==> config.mk <==
export PLATFORM = sky130hd
export DESIGN_NAME = spi_baud_generator_flat
export DESIGN_NICKNAME = d
export VERILOG_FILES = /design/src/rtl/spi_pkg.sv /design/src/rtl/spi_baud_generator_if.sv /design/src/rtl/spi_baud_div.sv /design/src/rtl/spi_baud_generator.sv /design/src/flat_wrapper.sv
export SDC_FILE = /design/constraint.sdc
export NUM_CORES = 1
export LEC_CHECK = 0
export BUFFER_PORTS_ARGS = -buffer_cell sky130_fd_sc_hd__buf_4
export CAP_MARGIN = 20
export CORE_UTILIZATION = 50
export CTS_CLUSTER_SIZE = 14
export DETAILED_ROUTE_END_ITERATION = 8
export PLACE_DENSITY = 0.72
export SETUP_SLACK_MARGIN = 0.5
export SYNTH_ARGS = -nofsm -noshare
export SYNTH_HDL_FRONTEND = slang
export SYNTH_SLANG_ARGS = --single-unit
==> constraint.sdc <==
create_clock -name PCLK -period 19.1 [get_ports PCLK]
set_clock_uncertainty 0.05 [all_clocks]
set_input_delay 5.73 -clock PCLK [delete_from_list [all_inputs] [get_ports PCLK]]
set_output_delay 5.73 -clock PCLK [all_outputs]
set_load 0.005 [all_outputs]
==> src/rtl/spi_pkg.sv <==
// -----------------------------------------------------------------------------
// spi_pkg
// Shared SPI definitions used by the baud generator and the APB register block.
//   - SPI_RUN / SPI_WAIT / SPI_STOP : spi_mode encodings (2'b11 also means stop)
//   - DIV_W_DEF                     : default divisor / half-period counter width
//   - baud_state_e                  : IDLE / RUN state of the baud generator
//   - spi_divisor(sppr, spr)        : (sppr+1) * 2^(spr+1), range 2..2048
// -----------------------------------------------------------------------------
package spi_pkg;

  localparam int DIV_W_DEF = 12;

  localparam logic [1:0] SPI_RUN  = 2'b00;
  localparam logic [1:0] SPI_WAIT = 2'b01;
  localparam logic [1:0] SPI_STOP = 2'b10;

  typedef enum logic {
    BAUD_IDLE = 1'b0,
    BAUD_RUN  = 1'b1
  } baud_state_e;

  // Baud divisor from the SPPR/SPR register fields. The shift amount is
  // widened to 4 bits so that spr=7 gives a shift of 8 rather than wrapping.
  function automatic logic [DIV_W_DEF-1:0] spi_divisor(input logic [2:0] sppr,
                                                       input logic [2:0] spr);
    logic [DIV_W_DEF-1:0] mult;
    logic [3:0]           shamt;
    mult  = DIV_W_DEF'(sppr) + DIV_W_DEF'(1);
    shamt = {1'b0, spr} + 4'd1;
    return mult << shamt;
  endfunction

endpackage : spi_pkg

==> src/rtl/spi_baud_generator_if.sv <==
// -----------------------------------------------------------------------------
// spi_baud_generator_if
// Bundles the register-field inputs and the SCLK / strobe outputs of the baud
// generator. PCLK and PRESET_i stay plain ports on the generator.
//   slave  modport : used by spi_baud_generator (consumes config, drives SCLK)
//   master modport : used by the surrounding SPI logic / testbench
// Signals:
//   ss_i, spi_mode_i[1:0], spiswai_i, cpol_i, cpha_i, sppr_i[2:0], spr_i[2:0]
//   sclk_o, miso_recieve_sclk_o, miso_recieve_sclk0_o,
//   mosi_send_sclk_o, mosi_send_sclk0_o, baudratedivisor_o[DIV_W-1:0]
// -----------------------------------------------------------------------------
interface spi_baud_generator_if
  import spi_pkg::*;
#(
  parameter int DIV_W = DIV_W_DEF
);

  logic             ss_i;
  logic [1:0]       spi_mode_i;
  logic             spiswai_i;
  logic             cpol_i;
  logic             cpha_i;
  logic [2:0]       sppr_i;
  logic [2:0]       spr_i;

  logic             sclk_o;
  logic             miso_recieve_sclk_o;
  logic             miso_recieve_sclk0_o;
  logic             mosi_send_sclk_o;
  logic             mosi_send_sclk0_o;
  logic [DIV_W-1:0] baudratedivisor_o;

  modport slave (
    input  ss_i,
    input  spi_mode_i,
    input  spiswai_i,
    input  cpol_i,
    input  cpha_i,
    input  sppr_i,
    input  spr_i,
    output sclk_o,
    output miso_recieve_sclk_o,
    output miso_recieve_sclk0_o,
    output mosi_send_sclk_o,
    output mosi_send_sclk0_o,
    output baudratedivisor_o
  );

  modport master (
    output ss_i,
    output spi_mode_i,
    output spiswai_i,
    output cpol_i,
    output cpha_i,
    output sppr_i,
    output spr_i,
    input  sclk_o,
    input  miso_recieve_sclk_o,
    input  miso_recieve_sclk0_o,
    input  mosi_send_sclk_o,
    input  mosi_send_sclk0_o,
    input  baudratedivisor_o
  );

endinterface : spi_baud_generator_if

==> src/rtl/spi_baud_div.sv <==
// -----------------------------------------------------------------------------
// spi_baud_div
// Combinational baud divisor computation from the SPPR/SPR register fields.
// Ports:
//   sppr_i[2:0]          in  : prescaler selection
//   spr_i[2:0]           in  : rate selection
//   divisor_o[DIV_W-1:0] out : (sppr+1) * 2^(spr+1)
//   half_o[DIV_W-1:0]    out : divisor / 2 (always >= 1)
//   half_m1_o[DIV_W-1:0] out : half - 1, the counter wrap threshold
// -----------------------------------------------------------------------------
module spi_baud_div
  import spi_pkg::*;
#(
  parameter int DIV_W = DIV_W_DEF
) (
  input  logic [2:0]       sppr_i,
  input  logic [2:0]       spr_i,
  output logic [DIV_W-1:0] divisor_o,
  output logic [DIV_W-1:0] half_o,
  output logic [DIV_W-1:0] half_m1_o
);

  logic [DIV_W_DEF-1:0] div_full;

  assign div_full  = spi_divisor(sppr_i, spr_i);
  assign divisor_o = DIV_W'(div_full);
  assign half_o    = divisor_o >> 1;
  // half is never 0 (minimum divisor is 2), so this cannot underflow.
  assign half_m1_o = half_o - DIV_W'(1);

endmodule : spi_baud_div

==> src/rtl/spi_baud_generator.sv <==
// -----------------------------------------------------------------------------
// spi_baud_generator
// Generates SCLK and the four edge strobes used by the SPI shifter.
// Ports:
//   PCLK      in : system clock, rising edge
//   PRESET_i  in : asynchronous active-low reset
//   bus       slave modport of spi_baud_generator_if (config in, SCLK/strobes
//             and divisor readback out)
// Behaviour summary:
//   - IDLE holds the counter at 0 and SCLK at cpol.
//   - RUN counts PCLK cycles; at count >= half-1 the counter wraps and SCLK
//     toggles, giving a period of exactly `divisor` PCLK cycles.
//   - Strobes mark the PCLK cycle whose closing edge toggles SCLK; the pair
//     used is selected by cpol^cpha (plain pair for 0, *0 pair for 1).
// Build option:
//   SPI_BAUD_WAIT_MODE_EN : when defined, wait mode with spiswai_i=1 stops
//   generation. When undefined, spiswai_i is ignored and wait acts as run.
// -----------------------------------------------------------------------------
module spi_baud_generator
  import spi_pkg::*;
#(
  parameter int DIV_W = DIV_W_DEF
) (
  input logic                 PCLK,
  input logic                 PRESET_i,
  spi_baud_generator_if.slave bus
);

  // ---------------------------------------------------------------------------
  // Divisor
  // ---------------------------------------------------------------------------
  logic [DIV_W-1:0] divisor;
  logic [DIV_W-1:0] half;
  logic [DIV_W-1:0] half_m1;

  spi_baud_div #(
    .DIV_W (DIV_W)
  ) u_div (
    .sppr_i    (bus.sppr_i),
    .spr_i     (bus.spr_i),
    .divisor_o (divisor),
    .half_o    (half),
    .half_m1_o (half_m1)
  );

  assign bus.baudratedivisor_o = divisor;

  // ---------------------------------------------------------------------------
  // Enable decode
  // ---------------------------------------------------------------------------
  logic mode_ok;
  logic active;

`ifdef SPI_BAUD_WAIT_MODE_EN
  assign mode_ok = (bus.spi_mode_i == SPI_RUN) ||
                   ((bus.spi_mode_i == SPI_WAIT) && !bus.spiswai_i);
`else
  // Wait mode never halts the clock in this build; spiswai_i is kept on the
  // interface only so both builds share one port list.
  logic unused_spiswai;
  assign unused_spiswai = bus.spiswai_i;
  assign mode_ok = (bus.spi_mode_i == SPI_RUN) || (bus.spi_mode_i == SPI_WAIT);
`endif

  assign active = !bus.ss_i && mode_ok;

  // ---------------------------------------------------------------------------
  // State, counter and SCLK registers
  // ---------------------------------------------------------------------------
  baud_state_e      state_reg, state_next;
  logic [DIV_W-1:0] count_reg, count_next;
  logic             sclk_reg,  sclk_next;
  logic             wrap;

  // '>=' rather than '==' so that a smaller divisor loaded mid-run still
  // wraps on the next cycle instead of counting all the way round.
  assign wrap = (count_reg >= half_m1);

  always_ff @(posedge PCLK or negedge PRESET_i) begin
    if (!PRESET_i) begin
      state_reg <= BAUD_IDLE;
      count_reg <= '0;
      sclk_reg  <= 1'b0;
    end else begin
      state_reg <= state_next;
      count_reg <= count_next;
      sclk_reg  <= sclk_next;
    end
  end

  always_comb begin
    state_next = state_reg;
    count_next = count_reg;
    sclk_next  = sclk_reg;
    unique case (state_reg)
      BAUD_IDLE: begin
        count_next = '0;
        sclk_next  = bus.cpol_i;
        if (active) begin
          state_next = BAUD_RUN;
        end
      end
      BAUD_RUN: begin
        if (!active) begin
          // Abandon the current period immediately; no partial completion.
          state_next = BAUD_IDLE;
          count_next = '0;
          sclk_next  = bus.cpol_i;
        end else if (wrap) begin
          count_next = '0;
          sclk_next  = ~sclk_reg;
        end else begin
          count_next = count_reg + DIV_W'(1);
        end
      end
      default: begin
        state_next = BAUD_IDLE;
        count_next = '0;
        sclk_next  = bus.cpol_i;
      end
    endcase
  end

  assign bus.sclk_o = sclk_reg;

  // ---------------------------------------------------------------------------
  // Strobe decode
  // Built only from the registered state plus the static register fields, so
  // the strobes do not depend on ss_i / spi_mode_i timing.
  // ---------------------------------------------------------------------------
  logic       edge_due;
  logic       leading_due;
  logic       sample_due;
  logic       shift_due;
  logic       pair_sel;
  logic [1:0] pair_en;
  logic [1:0] sample_vec;
  logic [1:0] shift_vec;

  assign edge_due    = (state_reg == BAUD_RUN) && wrap;
  // The pending toggle leaves the idle level when SCLK currently sits at cpol.
  assign leading_due = (sclk_reg == bus.cpol_i);
  // cpha=0 samples on leading edges, cpha=1 on trailing edges.
  assign sample_due  = edge_due &&  (leading_due ^ bus.cpha_i);
  assign shift_due   = edge_due && !(leading_due ^ bus.cpha_i);
  assign pair_sel    = bus.cpol_i ^ bus.cpha_i;

  // Index 0 is the plain pair (cpol^cpha=0), index 1 the *0 pair.
  genvar gi;
  generate
    for (gi = 0; gi < 2; gi++) begin : g_pair
      assign pair_en[gi]    = (pair_sel == 1'(gi));
      assign sample_vec[gi] = sample_due && pair_en[gi];
      assign shift_vec[gi]  = shift_due  && pair_en[gi];
    end
  endgenerate

  assign bus.miso_recieve_sclk_o  = sample_vec[0];
  assign bus.miso_recieve_sclk0_o = sample_vec[1];
  assign bus.mosi_send_sclk_o     = shift_vec[0];
  assign bus.mosi_send_sclk0_o    = shift_vec[1];

endmodule : spi_baud_generator

==> src/flat_wrapper.sv <==
// flat-port wrapper written by rule: the top's interface ports become plain ports
module spi_baud_generator_flat import spi_pkg::*;
#(
  parameter int DIV_W = DIV_W_DEF
)
  (PCLK, PRESET_i, bus_ss_i, bus_spi_mode_i, bus_spiswai_i, bus_cpol_i, bus_cpha_i, bus_sppr_i, bus_spr_i, bus_sclk_o, bus_miso_recieve_sclk_o, bus_miso_recieve_sclk0_o, bus_mosi_send_sclk_o, bus_mosi_send_sclk0_o, bus_baudratedivisor_o);
  spi_baud_generator_if #(.DIV_W(DIV_W)) bus_i ();
  input logic PCLK;
  input logic PRESET_i;
  input wire logic [$bits(bus_i.ss_i)-1:0] bus_ss_i;
  input wire logic [$bits(bus_i.spi_mode_i)-1:0] bus_spi_mode_i;
  input wire logic [$bits(bus_i.spiswai_i)-1:0] bus_spiswai_i;
  input wire logic [$bits(bus_i.cpol_i)-1:0] bus_cpol_i;
  input wire logic [$bits(bus_i.cpha_i)-1:0] bus_cpha_i;
  input wire logic [$bits(bus_i.sppr_i)-1:0] bus_sppr_i;
  input wire logic [$bits(bus_i.spr_i)-1:0] bus_spr_i;
  output wire logic [$bits(bus_i.sclk_o)-1:0] bus_sclk_o;
  output wire logic [$bits(bus_i.miso_recieve_sclk_o)-1:0] bus_miso_recieve_sclk_o;
  output wire logic [$bits(bus_i.miso_recieve_sclk0_o)-1:0] bus_miso_recieve_sclk0_o;
  output wire logic [$bits(bus_i.mosi_send_sclk_o)-1:0] bus_mosi_send_sclk_o;
  output wire logic [$bits(bus_i.mosi_send_sclk0_o)-1:0] bus_mosi_send_sclk0_o;
  output wire logic [$bits(bus_i.baudratedivisor_o)-1:0] bus_baudratedivisor_o;
  assign bus_i.ss_i = bus_ss_i;
  assign bus_i.spi_mode_i = bus_spi_mode_i;
  assign bus_i.spiswai_i = bus_spiswai_i;
  assign bus_i.cpol_i = bus_cpol_i;
  assign bus_i.cpha_i = bus_cpha_i;
  assign bus_i.sppr_i = bus_sppr_i;
  assign bus_i.spr_i = bus_spr_i;
  assign bus_sclk_o = bus_i.sclk_o;
  assign bus_miso_recieve_sclk_o = bus_i.miso_recieve_sclk_o;
  assign bus_miso_recieve_sclk0_o = bus_i.miso_recieve_sclk0_o;
  assign bus_mosi_send_sclk_o = bus_i.mosi_send_sclk_o;
  assign bus_mosi_send_sclk0_o = bus_i.mosi_send_sclk0_o;
  assign bus_baudratedivisor_o = bus_i.baudratedivisor_o;
  spi_baud_generator #(.DIV_W(DIV_W)) u_core (.PCLK(PCLK), .PRESET_i(PRESET_i), .bus(bus_i));
endmodule
==> qor.yml <==
status: "finished, violations left"
violations: "DRC"
max-cap-violations: 0
dieArea_sq_um: 3240
clkTransAtPathRegs_ps: 80
largest_register_ffs: 12
postRouteWirelength_mm: 3.32
first_pass_iters: 6
worst-path-buf-inv: 2
start_util: 0.538
synth_compound_area_frac: 0.138
synth-main-ff-cell: "dfrtp_1"
drive_gt1_frac: 0.203
finalInstanceArea_sq_um: 1780
cp-start-kind: "input port"
cp_slowest_stage_delay_ps: 470
row_count: 19
synth_xor_area_frac: 0.133
cp_data_required_time_ps: 13320
area_growth_pct: 17.6
crit_top_cell: "ha_1"
synthSimpleGateAreaFrac: 0.304
synth_fa_ha_area_frac: 0.133
end_kind: "primary output"
ant_nets: 0
timing.rr.end: "u_core.count_reg[11]"
crit_family: "simple AND/OR/NAND/NOR gates"
synthCells: 183
synth_seq_cells: 14
timing.fmax_mhz: 65.8
r2r-start: "u_core.count_reg[7]"
first_global_vias: 1329
rsz0062_at_grt: "no"
ctsHoldBuffers: 0
critPathKind: "in2out"
via_count: 1399
syn_area_sq_um: 1510
grt_util_all_layers: 0.215
cp_max_fo: 11
ir_drop_uv: 41.2
routedWlPerCell_um: 13.7
cellLeakagePower_nw: 0.850
setup_viol: 0
drv_slew: 0
io_buffers: 28
synth_nets: 213
yosysTopAreaCellShare: 0.232
cp_num_cells: 17
r2r_setup_slack_ps: 16900
die_width_um: 57.0
arrival_ps: 9410
avgSynthCellArea_sq_um: 8.25
stdcell_count: 243
viasPerCell: 5.76
synth_area_leaders: "dfrtp_1 23%, ha_1 13%, xnor2_1 7.5%"
worst_slew_pin_slew_ps: 516
route.detailed.drc: 2
yosys_warnings: 0
worstSkewPairLatency_ps: 280
synth_cell_types: 46
synth_edf_count: 0
coreArea_sq_um: 2810
grt-ovfl-total: 0
clock-sinks: 14
clockRootBuffer: "clkbuf_4"
antenna_cells: 0
hpwl_mm: 2.73
place_inst: 239
synth-async-reset-ratio: 1.00
final.period_utilization: 0.795
hold_viol: 0
synth_top_area_cell: "dfrtp_1"
slowest_stage: "ha_1"
reg2reg_depth: 7
htreeDepth: 1
grt_max_degree: 15
startpoint: "bus_spr_i[0]"
path_cells: "buf_4 -> ha_1 -> nand2b_1 -> o211ai_1 -> nand2_1 -> ha_1 -> a21boi_1 -> nand4_1 -> nor3_1 -> xnor2_1 -> ha_1 -> and2_1 -> a221oi_1 -> o21ai_0 -> nor2_1 -> nor3_1 -> buf_4"
finalCriticalPeriod_ps: 15190
cts_buffers: 3
cts_tree: "yes"
tns_ps: 0
ioPinCount: 31
cts_resized: 0
first_iter_violations: 49
antenna_found_initial: 0
synth_top_family_by_area: "simple AND/OR/NAND/NOR gates"
power.density_nw_per_um2: 50.9
grt_pass1_wl_mm: 5.56
final_core_util: 0.633
hp-class: "reg2reg"
holdWs_ps: 467
cp-endpoint: "bus_miso_recieve_sclk0_o"
clk_path_buf_depth: 2
synth_mux_area_frac: 0.0224
place_area_sq_um: 1740
post_cts_buffers: 0
fillCellCount: 261
die_h_um: 57.0
gp_congestion: 0.898
ys_seq_area_frac: 0.232
nNetsFinal: 243
slew_headroom: 0.656
[cell type report]
cell class / count / area, sq um / area share
flip-flops and latches: 14 / 350 / 0.197
clock buffers: 4 / 36.3 / 0.0204
inverters: 9 / 36.3 / 0.0204
well taps: 31 / 38.8 / 0.0218
multi-input cells: 157 / 1100 / 0.622
repair buffers: 28 / 210 / 0.118
[metal layers]
metal / vias up / GRT usage / wire length, um
met3: 0 / 0.0499 / 159
met5: - / 0 / 0
met4: 0 / 0.0105 / 0
met1: 655 / 0.290 / 1600
met2: 35 / 0.371 / 1570
li1: 709 / - / -
[cells by family after synthesis]
family	Yosys count
simple gates	86
compound gates	30
xor+xnor	23
fa+ha+maj	16
flops	14
buf+inv	12
mux	2
[synth_stat cells (3+ instances only)]
cell type,count
nand3_1,8
and2_1,3
a21oi_1,6
nor2_1,22
nand2_1,16
nor2b_1,3
ha_1,16
nand4_1,4
xnor2_1,13
inv_1,8
and3_1,6
dfrtp_1,14
nor3_1,8
o21ai_1,3
nand2b_1,5
o21ai_0,3
xor2_1,10
o21a_1,3
[placed cells by master (no fill, tap or decap), drive strengths merged, types with 3 or more instances in the layout]
cell type,synthesis,routed
nor2b,3,3
a21oi,6,6
inv,9,9
clkbuf,1,4
nor2,22,22
nand2b,5,5
buf,2,28
nand3,8,8
o21ai,6,6
and3,7,7
nor3,9,9
xnor2,13,13
ha,16,16
o21a,3,3
dfrtp,14,14
xor2,10,10
nand2,16,16
and2,4,4
nand4,4,4
[through the flow]
stage | power (W) | setup WS, ps
floorplan | 0.0000588 | 4700
global placement | 0.0000684 | 4050
detailed placement | 0.0000696 | 3940
CTS | 0.0000905 | 3930
global route | 0.0000967 | 3590
finish | 0.0000903 | 3910
[where the power goes]
group / internal [W] / switching (W)
combinational: 0.0000181 / 0.0000209
sequential: 0.0000299 / 0.000000312
clock: 0.0000116 / 0.00000947
[worst min-delay path by stage]
stage,slack (ps),depth (start not counted),to,start
2_1_floorplan,420,1,u_core.count_reg[0],u_core.count_reg[0]
3_5_place_dp,450,1,u_core.count_reg[0],u_core.count_reg[0]
5_1_grt,510,1,u_core.count_reg[0],u_core.count_reg[0]
4_1_cts,470,1,u_core.count_reg[0],u_core.count_reg[0]
3_3_place_gp,450,1,u_core.count_reg[0],u_core.count_reg[0]
6_report,470,1,u_core.count_reg[0],u_core.count_reg[0]
No activity file was read; power rests on OpenSTA's default activity.
